## src/rtl/datapath.sv

```systemverilog
`default_nettype none
// ============================================================================
// Module      : datapath
// Description : 16 x 16 Conway Game of Life engine (B3/S23). One 256-bit grid
//               register advances one generation per clock while run is high.
//               Cells outside the grid count as dead (no wrap-around).
// Revision    : 1.0 - initial release
// ============================================================================
module datapath (
    input  logic         clk,
    output logic [255:0] grid_evolve,
    input  logic [255:0] initial_state,
    input  logic         run,
    input  logic         reset
);

    // Grid geometry. The padded frame adds one dead cell on every side so
    // that edge and corner cells can use the same neighbour sum as interior
    // cells without any special-casing.
    localparam int C_ROWS  = 16;
    localparam int C_COLS  = 16;
    localparam int C_PCOLS = C_COLS + 2;
    localparam int C_PROWS = C_ROWS + 2;
    localparam int C_PBITS = C_PROWS * C_PCOLS;

    logic [255:0]         r_grid;
    logic [255:0]         w_next;
    logic [C_PBITS-1:0]   w_pad;

    // Top and bottom dead border rows of the padded frame.
    assign w_pad[C_PCOLS-1:0]                = '0;
    assign w_pad[C_PBITS-1 -: C_PCOLS]       = '0;

    genvar r, c;

    // Each grid row sits between a dead cell on its left and on its right.
    generate
        for (r = 0; r < C_ROWS; r = r + 1) begin : g_pad_row
            assign w_pad[C_PCOLS*(r+1) +: C_PCOLS] =
                {1'b0, r_grid[C_COLS*r +: C_COLS], 1'b0};
        end
    endgenerate

    // Every cell's next state is derived only from the current register, so
    // all 256 updates happen in parallel with no intra-generation coupling.
    generate
        for (r = 0; r < C_ROWS; r = r + 1) begin : g_row
            for (c = 0; c < C_COLS; c = c + 1) begin : g_col
                localparam int C_CTR = C_PCOLS*(r+1) + (c+1);
                logic [3:0] w_cnt;
                logic       w_alive;

                assign w_alive = r_grid[C_COLS*r + c];

                // Sum of the eight neighbours, zero-extended to 4 bits so the
                // full 0..8 range is representable.
                assign w_cnt = {3'b000, w_pad[C_CTR - C_PCOLS - 1]}
                             + {3'b000, w_pad[C_CTR - C_PCOLS]}
                             + {3'b000, w_pad[C_CTR - C_PCOLS + 1]}
                             + {3'b000, w_pad[C_CTR - 1]}
                             + {3'b000, w_pad[C_CTR + 1]}
                             + {3'b000, w_pad[C_CTR + C_PCOLS - 1]}
                             + {3'b000, w_pad[C_CTR + C_PCOLS]}
                             + {3'b000, w_pad[C_CTR + C_PCOLS + 1]};

                // Birth on exactly three, survival on two or three.
                assign w_next[C_COLS*r + c] =
                    (w_cnt == 4'd3) | (w_alive & (w_cnt == 4'd2));
            end
        end
    endgenerate

    // Grid register: reset loads the seed (overriding run), run advances one
    // generation, otherwise the current generation is held.
    always_ff @(posedge clk) begin
        if (reset) begin
            r_grid <= initial_state;
        end else if (run) begin
            r_grid <= w_next;
        end
    end

    assign grid_evolve = r_grid;

endmodule
`default_nettype wire

```

## config.mk

```make
export PLATFORM = sky130hd
export DESIGN_NAME = datapath
export DESIGN_NICKNAME = d
export VERILOG_FILES = /design/src/rtl/datapath.sv
export SDC_FILE = /design/constraint.sdc
export NUM_CORES = 2
export LEC_CHECK = 0
export BUFFER_PORTS_ARGS = -buffer_cell sky130_fd_sc_hd__buf_2
export CORE_MARGIN = 2
export CORE_UTILIZATION = 50
export CTS_CLUSTER_DIAMETER = 120
export DETAILED_ROUTE_END_ITERATION = 16
export PLACE_DENSITY = 0.72
export SLEW_MARGIN = 30
export SYNTH_ARGS = -nofsm -noshare
export SYNTH_HDL_FRONTEND = slang
export SYNTH_SLANG_ARGS = --single-unit
```

## constraint.sdc

```tcl
create_clock -name clk -period 5.55 [get_ports clk]
set_clock_uncertainty 0.15 [all_clocks]
set_input_delay 0.8325 -clock clk [delete_from_list [all_inputs] [get_ports clk]]
set_output_delay 0.8325 -clock clk [all_outputs]
set_load 0.01 [all_outputs]
```

==> impl_results.md <==
- Hold buffers post-CTS: 0
- GRT Overall Usage: between 20% and 30%
- IO Port Bufs: roughly 500
- CP Depth: 9
- CP max FO: 7
- Initial antenna violation count: 31
- Final std cells w/o fill: around 6400
- Hpwl dp: a little under 100 mm
- Worst-skew pair later-pin latency: 620 ps
- Global-route wire length before repair: between 150 and 200 mm
- DRC: 0
- FILL cells: 8272
- Sequential fraction of the synthesis area: 16.2%
- TritonCTS clock tree: done
- Syn avg cell area: 10.3 um^2
- Syn Nets: ~6400
- WHS: 337 ps
- Commonest cells after routing, fill and taps aside: inv_1, fa_1, ha_1
- Max-cap violations: 0
- Fin Setup TNS: 0 ps
- Maximum clock insertion buffer count: 3
- Status: complete, no violations
- Antenna-violating nets left: 0
- Register bit total from synthesis: 256
- Post-Syn Instances: 4599
- Slew Limit Fails: 0
- Final Wtd Congestion: 0.891
- DR vias/cell: around 5.2
- Tightest Pin Transition: about 960 ps
- Vias in the first global route: about 36000
- Slowest stage cell, crit path: fa_1
- Hold path depth: 3
- Setup-failing EPs final: 0
- CP arrival: approximately 4200 ps
- RSZ-0062 raised after global routing: no
- Multi-input gate area: 0.0350 mm^2
- WP buf/inv: 2
- Starting Density: 50.2%
- Initial DRC count: ~1800
- Max reg flops: 256
- Row cnt: between 100 and 150
- WL/cell: 19.0 um
- Final Util: between 50 and 60%
- Placed Cells incl. Taps: 6332
- Most frequent CP cell: fa_1
- Most common cell after layout, fill and taps aside: inv_1
- Slew HR: between 30% and 40%
- TritonRoute pass-1 iters: 7
- CP Launch Type: flip-flop
- Final Hold Fails: 0
- Clk slew on worst S/H paths: 60 ps
- Cts bufs inserted: between 40 and 50
- Fmax achieved: 251 MHz
- WS Path Type: flip-flop to flip-flop
- Synth cell types: 28
- Total number of vias: 33600
- Worst EP required: 5760 ps
- Reg area: about 0.0077 mm^2
- Post-cts sizing count: 0
- Final min period: approximately 4000 ps
- I/O pin cnt: 515
- Max Used Layer: met5
- Cell Area, Synth: 0.0475 mm^2
- Crit-path max cell delay: approximately 530 ps
- Core area: 0.0946 mm^2
- CTS Sinks: around 260
- R2R depth: 9
- DR WL met3: 7.64 mm
- Warnings, synthesis: 0
- Delay-heaviest family, CP: adder cells
- Final wirelength: ~120 mm
- Period Utilization, post-route: between 70% and 80%
- Grt total ovfl: 0
- Setup Buffers After CTS: 0
- Area Overhead vs Synth: 11.3%
- Die footprint: slightly below 0.1 mm^2
- CP Capture Type: flip-flop
- Final #Nets: approximately 7000
- Hold Crit Class: input pin to flip-flop
- CTS H-tree depth: 2
- DIE WIDTH: approximately 310 um
- Die Height: between 300 and 400 um
- Cells along the critical path: inv_1 -> fa_1 -> fa_1 -> fa_1 -> inv_1 -> ha_1 -> fa_1 -> nor4b_1 -> a22o_1
- Share of layout cells above drive strength 1: 12.4%
- Largest net degree at the start of global routing: around 170
- DR WL met2: 60.4 mm
- Root Buffer: clkbuf_16
- Met1 WL: between 50 and 60 mm
==> Yosys cell counts (all sizes together) <==
cell,count,area [um^2]
a211oi,10,75.1
a21o,2,15.0
a21oi,294,1470
a22o,48,420
a31oi,7,43.8
and2,182,1140
buf,46,277
clkbuf,11,41.3
edfxtp,256,7690
fa,900,18000
ha,651,8150
inv,1198,4500
mux2i,6,60.1
nand2,213,800
nand2b,35,219
nor2,257,965
nor2b,44,275
nor3,13,65.1
nor4b,35,307
o21ai,185,926
o221ai,1,8.76
o31ai,147,1100
o41ai,57,927
or2,1,6.26
==> worst paths after layout <==
check	start	endpoint	slack, ps
min reg2reg	grid_evolve[4]	grid_evolve[4]	600
max reg2reg	grid_evolve[199]	grid_evolve[215]	1560
min	initial_state[7]	grid_evolve[7]	340
max	grid_evolve[199]	grid_evolve[215]	1560
==> final cells by class <==
type                            count  area share (%)
Multi-Input combinational cell   3088            66.2
Timing Repair Buffer              525            5.19
Clock buffer                       51            2.09
Tap cell                         1265            3.00
Clock inverter                     24           0.393
Sequential cell                   256            14.5
Antenna cell                       11          0.0521
Inverter                         1198            8.51
==> cells by family after synthesis <==
logic type | Yosys count | share of synthesized area [%]
and+or+nand+nor | 780 | 7.95
muxes | 6 | 0.126
buffers and inverters | 1255 | 10.1
DFF | 256 | 16.2
AOI/OAI and AO/OA | 751 | 10.5
adders and majority gates | 1551 | 55.1
==> worst register-to-register path: cells and delay by family, from the launching register on <==
family | cells | cell delay (ps)
buf+inv | 2 | 510
flops | 1 | 470
simple gates | 1 | 150
fa+ha+maj | 5 | 2230
compound gates | 1 | 220
==> metal layers <==
| layer | vias up | global-route usage (%) |
|---|---|---|
| met5 | - | 0 |
| met4 | 26 | 7.85 |
| met3 | 192 | 5.01 |
| met2 | 738 | 44.5 |
| met1 | 16900 | 33.2 |
| li1 | 15700 | - |
==> per-stage QoR <==
| stage | worst slack, ps | area (um^2) |
|---|---|---|
| 2_1_floorplan | 560 | 47500 |
| 3_3_place_gp | 1490 | 51500 |
| 3_5_place_dp | 1540 | 51500 |
| 4_1_cts | 1510 | 52800 |
| 5_1_grt | 1370 | 52800 |
| 6_report | 1560 | 52800 |
Power is not shown: default switching activity piles up to over one toggle a cycle in this logic, so the estimate is an artifact.
